--- src/rtl/reg_swap_pkg.sv ---
// Shared definitions for reg_swap_sched: opcode encodings and FSM state type.
// With SWAP_XOR_EN defined, the state type gains the XOR1/XOR2 steps.
package reg_swap_pkg;

  localparam logic [1:0] OP_NOP    = 2'b00;
  localparam logic [1:0] OP_LOAD_A = 2'b01;
  localparam logic [1:0] OP_LOAD_B = 2'b10;
  localparam logic [1:0] OP_SWAP   = 2'b11;

`ifdef SWAP_XOR_EN
  typedef enum logic [2:0] {
    ST_IDLE = 3'd0,
    ST_EXEC = 3'd1,
    ST_ACK  = 3'd2,
    ST_XOR1 = 3'd3,
    ST_XOR2 = 3'd4
  } state_t;
`else
  typedef enum logic [1:0] {
    ST_IDLE = 2'd0,
    ST_EXEC = 2'd1,
    ST_ACK  = 2'd2
  } state_t;
`endif

endpackage

--- src/rtl/rr_arbiter.sv ---
// Combinational round-robin picker: the search starts just after the last
// granted index and wraps, giving a one-hot winner and its index.
module rr_arbiter #(
  parameter int N  = 4,
  parameter int IW = 2
) (
  input  logic [N-1:0]  req,
  input  logic [IW-1:0] last,
  output logic [N-1:0]  win,
  output logic [IW-1:0] win_idx,
  output logic          valid
);

  always_comb begin
    int idx;
    idx     = 0;
    win     = '0;
    win_idx = '0;
    valid   = 1'b0;
    // k = N revisits the last winner itself, so it is the lowest priority
    for (int k = 1; k <= N; k++) begin
      idx = (int'(last) + k) % N;
      if (!valid && req[IW'(idx)]) begin
        valid            = 1'b1;
        win[IW'(idx)]    = 1'b1;
        win_idx          = IW'(idx);
      end
    end
  end

endmodule

--- src/rtl/reg_swap_sched.sv ---
// Round-robin scheduler granting N requesters access to shared registers A/B.
// Define SWAP_XOR_EN to run SWAP as three in-place XOR steps instead of one.
module reg_swap_sched
  import reg_swap_pkg::*;
#(
  parameter int W = 8,
  parameter int N = 4
) (
  input  logic           clk,
  input  logic           rst_n,
  input  logic [N-1:0]   req,
  input  logic [2*N-1:0] op,
  input  logic [W*N-1:0] wdata,
  output logic [N-1:0]   gnt,
  output logic           ack,
  output logic           busy,
  output logic [W-1:0]   a_q,
  output logic [W-1:0]   b_q
);

  localparam int IW = (N > 1) ? $clog2(N) : 1;

  state_t        state_reg, state_next;
  logic [N-1:0]  gnt_reg;
  logic [1:0]    op_reg;
  logic [W-1:0]  data_reg;
  logic [IW-1:0] last_reg;

  logic [1:0]    op_sel    [N];
  logic [W-1:0]  wdata_sel [N];
  logic [N-1:0]  win_onehot;
  logic [IW-1:0] win_idx;
  logic          win_valid;

  generate
    for (genvar gi = 0; gi < N; gi++) begin : g_split
      assign op_sel[gi]    = op[2*gi +: 2];
      assign wdata_sel[gi] = wdata[W*gi +: W];
    end
  endgenerate

  rr_arbiter #(.N(N), .IW(IW)) u_arb (
    .req     (req),
    .last    (last_reg),
    .win     (win_onehot),
    .win_idx (win_idx),
    .valid   (win_valid)
  );

  always_comb begin
    state_next = state_reg;
    case (state_reg)
      ST_IDLE: if (win_valid) state_next = ST_EXEC;
`ifdef SWAP_XOR_EN
      ST_EXEC: state_next = (op_reg == OP_SWAP) ? ST_XOR1 : ST_ACK;
      ST_XOR1: state_next = ST_XOR2;
      ST_XOR2: state_next = ST_ACK;
`else
      ST_EXEC: state_next = ST_ACK;
`endif
      ST_ACK:  state_next = ST_IDLE;
      default: state_next = ST_IDLE;
    endcase
  end

  always_ff @(posedge clk or negedge rst_n) begin
    if (!rst_n) begin
      state_reg <= ST_IDLE;
      gnt_reg   <= '0;
      op_reg    <= OP_NOP;
      data_reg  <= '0;
      last_reg  <= IW'(N - 1);
      a_q       <= '0;
      b_q       <= '0;
    end else begin
      state_reg <= state_next;
      case (state_reg)
        ST_IDLE: begin
          if (win_valid) begin
            gnt_reg  <= win_onehot;
            op_reg   <= op_sel[win_idx];
            data_reg <= wdata_sel[win_idx];
            last_reg <= win_idx;
          end
        end
        ST_EXEC: begin
          case (op_reg)
            OP_LOAD_A: a_q <= data_reg;
            OP_LOAD_B: b_q <= data_reg;
`ifdef SWAP_XOR_EN
            OP_SWAP:   a_q <= a_q ^ b_q;
`else
            OP_SWAP: begin
              a_q <= b_q;
              b_q <= a_q;
            end
`endif
            default: ;
          endcase
        end
`ifdef SWAP_XOR_EN
        ST_XOR1: b_q <= a_q ^ b_q;
        ST_XOR2: a_q <= a_q ^ b_q;
`endif
        // Grant is held through ACK and dropped on the way back to IDLE
        ST_ACK:  gnt_reg <= '0;
        default: ;
      endcase
    end
  end

  assign gnt  = gnt_reg;
  assign ack  = (state_reg == ST_ACK);
  assign busy = (state_reg != ST_IDLE);

endmodule
--- config.mk ---
export PLATFORM = sky130hd
export DESIGN_NAME = reg_swap_sched
export DESIGN_NICKNAME = d
export VERILOG_FILES = /design/src/rtl/reg_swap_pkg.sv /design/src/rtl/rr_arbiter.sv /design/src/rtl/reg_swap_sched.sv
export SDC_FILE = /design/constraint.sdc
export NUM_CORES = 1
export LEC_CHECK = 0
export CORE_MARGIN = 2
export CORE_UTILIZATION = 48
export DETAILED_ROUTE_END_ITERATION = 6
export GPL_TIMING_DRIVEN = 0
export PLACE_DENSITY = 0.82
export SETUP_SLACK_MARGIN = 0.05
export SKIP_LAST_GASP = 1
export SLEW_MARGIN = 20
export SYNTH_ARGS = -nofsm -noshare
export SYNTH_HDL_FRONTEND = slang
export SYNTH_HIERARCHICAL = 1
export SYNTH_SLANG_ARGS = --single-unit
export TNS_END_PERCENT = 1
--- constraint.sdc ---
create_clock -name clk -period 3.5 [get_ports clk]
set_clock_uncertainty 0.2 [all_clocks]
set_input_delay 0.7 -clock clk [delete_from_list [all_inputs] [get_ports clk]]
set_output_delay 0.7 -clock clk [all_outputs]
set_load 0.03 [all_outputs]
==> results.md <==
* Commonest non-fill, non-tap cells in the layout: clkdlybuf4s50_1, nand2_1, dfrtp_1
* Share of cells above drive strength 1 at 14.0%
* Drt drc at 0
* Pwr/cell area at 1070 mW/mm2
* Final GP Congestion at 0.895
* RSZ-0062 raised after global routing: no
* Hold_ws at 0.149 ns
* Routed Antenna Nets at 0
* Initial antenna violation count at 0
* Die ar. at 0.00532 mm2
* Final Slew Violations at 0
* Worst path bufs/invs at 4
* Routed vias at 2060
* Avg Vias per Cell at 5.69
* Reg clk slew, reported paths at 0.07 ns
* Status: finished clean
* Final min period at 3.29 ns
* Num CTS Buffers at 5
* Yosys warning total at 6
* Synthesis-to-finish area growth at 39.2%
* Seq pwr share at 21.7%
* Synth Flop Type: dfrtp_1
* Worst EP required at 3.46 ns
* Crit share post-route at 93.9%
* Vias in the first global route at 1965
* Die width at 73.0 um
* Comb pwr share at 67.9%
* Hold Vio Cnt, Final at 0
* Core footprint at 0.00466 mm2
* Critical setup path kind: flip-flop to flip-flop
* Fillers at 365
* GRT Total Usage at 23.1%
* Fin util at 68.2%
* Nets at 361
* Initial Util at 49.0%
* CP max stage delay at 0.59 ns
* Worst Hold Class: input port to async pin
* Syn Area/Cell at 9.84 um2
* Initial detailed-routing violation count at 128
* Routed length per instance at 15.9 um
* Die H at 73.0 um
* Number of cells produced by synthesis at 232
* Synthesized net count at 286
* CP Cell Sequence: buf_2 > inv_1 > ha_4 > mux4_2 > o21ai_0 > o21ai_1 > a211o_1 > clkbuf_1 > buf_4 > mux2i_1 > o221ai_2
* Diode count at 0
* Footprint of the multi-input gates at 0.00132 mm2
* Synthesis-stage register bit count at 34
* CTS tree: built
* Clock power frac at 10.5%
* Total grt overflow at 0
* P_leak at 1.39 nW
* CP top delay family: buffers and inverters
* Unique masters post-synth at 40
* Post-synth EDFFs at 0
* Seq/Total Area, Yosys at 37.4%
* Critical-path top delay cell: dfstp_2
* Peak VDD IR at 0.000680 V
* Cell row count at 25
* Total power draw at 0.00339 W
* Critical Path AT at 3.24 ns
* Leading cell type in the layout, fill and taps excluded: clkdlybuf4s50_1
* Register area at 853 um2
* Rel. slew slack at 70.4%
* Htree depth at 2
* Clock sink count at 34
* Internal power at 0.00181 W
* WL final at 5750 um
* Root buffer cell: clkbuf_8
* Peak Freq at 0.304 GHz
* Drt pass-1 iters at 4
* MaxCap Viol Count at 0
* Worst-margin pin slew at 0.444 ns
* Port Buffers at 67
* Post-CTS Hold Fix Bufs at 0
* Io pins at 68
* Clock Path Buffers at 2
* Skew-Pair Late Insertion Delay at 0.28 ns
* P_sw at 0.00158 W
* CP Capture Type: flip-flop
* Global-route wire length before repair at 9630 um
* Net Sw Frac at 46.5%
* Async S/R FF share, synth at 100%
* Detail Placement HPWL at 4440 um
* Largest net degree at the start of global routing at 19
* Max FO, Critical Path at 10
* Netlist Area Pre-Place at 0.00228 mm2
* Crit start category: flip-flop
* Final setup fails at 0
==> logic make-up (layout without fill, tap and decap cells) <==
family / after synthesis / count (layout) / synth area share (%)
simple gates: 72 / 72 / 14.8
compound gates: 64 / 64 / 21.2
flops: 34 / 34 / 37.4
mux: 32 / 32 / 16.4
buf+inv: 22 / 98 / 5.75
fa+ha+maj: 8 / 8 / 4.38
==> stage by stage <==
stage / instance area [um2] / worst slack (ns) / setup TNS (ns) / cells
2_1_floorplan: 2280 / 0.372 / 0 / 232
3_3_place_gp: 3020 / -0.126 / -0.693 / 353
3_5_place_dp: 3040 / -0.148 / -0.932 / 354
4_1_cts: 3150 / 0.0571 / 0 / 361
5_1_grt: 3180 / 0.0652 / 0 / 362
6_report: 3180 / 0.214 / 0 / 362
==> worst paths after layout <==
kind	startpoint	depth (start not counted)	end	slack, ns
worst max-delay path	last_reg[1]$_DFFE_PN1P_	11	data_reg[3]$_DFFE_PN0P_	0.21
worst min-delay path	rst_n	1	a_q[3]$_DFFE_PN0P_	0.15
worst max register to register	last_reg[1]$_DFFE_PN1P_	11	data_reg[3]$_DFFE_PN0P_	0.21
worst min register to register	data_reg[0]$_DFFE_PN0P_	2	data_reg[0]$_DFFE_PN0P_	0.30
max in group asynchronous	rst_n	2	last_reg[1]$_DFFE_PN1P_	2.43
min in group clk	data_reg[0]$_DFFE_PN0P_	2	data_reg[0]$_DFFE_PN0P_	0.30
==> timing repair <==
action | 4_1_cts | 5_1_grt
buffers inserted | 0 | 1
pin swaps | 0 | 0
hold endpoints to repair | 0 | 0
resized for setup | 2 | 3
endpoints found under the setup margin | 10 | 10
==> power by group through the flow <==
stage	Combinational [W]	Sequential, W	Clock, W
global placement	0.00220	0.000733	0
global route	0.00250	0.000761	0.000373
CTS	0.00225	0.000735	0.000357
floorplan	0.00148	0.000883	0
finish	0.00230	0.000735	0.000356
detailed placement	0.00223	0.000742	0
==> cell type report <==
| class | count | area share, % |
|---|---|---|
| multi-input combinational | 176 | 41.4 |
| sequential | 34 | 26.8 |
| timing repair buffer | 69 | 22.0 |
| buffer | 15 | 3.07 |
| clock buffer | 5 | 2.16 |
| tap | 54 | 2.13 |
| clock inverter | 3 | 1.26 |
| inverter | 6 | 1.10 |
==> synth_stat cells, types with 2 or more instances <==
master	number	area (um2)
a21boi_0	6	45.0
a21oi_1	13	65.1
a22oi_1	4	30.0
buf_2	5	25.0
buf_6	4	45.0
clkbuf_1	7	26.3
dfrtp_1	32	801
dfstp_2	2	52.6
ha_1	8	100
inv_1	5	18.8
mux2i_1	27	270
mux4_2	3	67.6
nand2_1	45	169
nand2b_1	3	18.8
nand3_1	5	25.0
nand3b_1	3	22.5
nor2_1	6	22.5
o21ai_0	5	25.0
o21ai_1	16	80.1
o221ai_2	10	150
o22ai_1	3	18.8
or3b_1	2	17.5
==> per-layer routing <==
metal / track usage [%] / wire [um] / vias up / part of all wire (%)
met2: 36.0 / 2840 / 54 / 49
li1: - / - / 983 / -
met3: 3.73 / 195 / 9 / 3.4
met1: 33.6 / 2640 / 1014 / 46
met5: 0 / 0 / - / 0
met4: 6.17 / 68 / 0 / 1.2
Power figures use the tool's default switching activity.
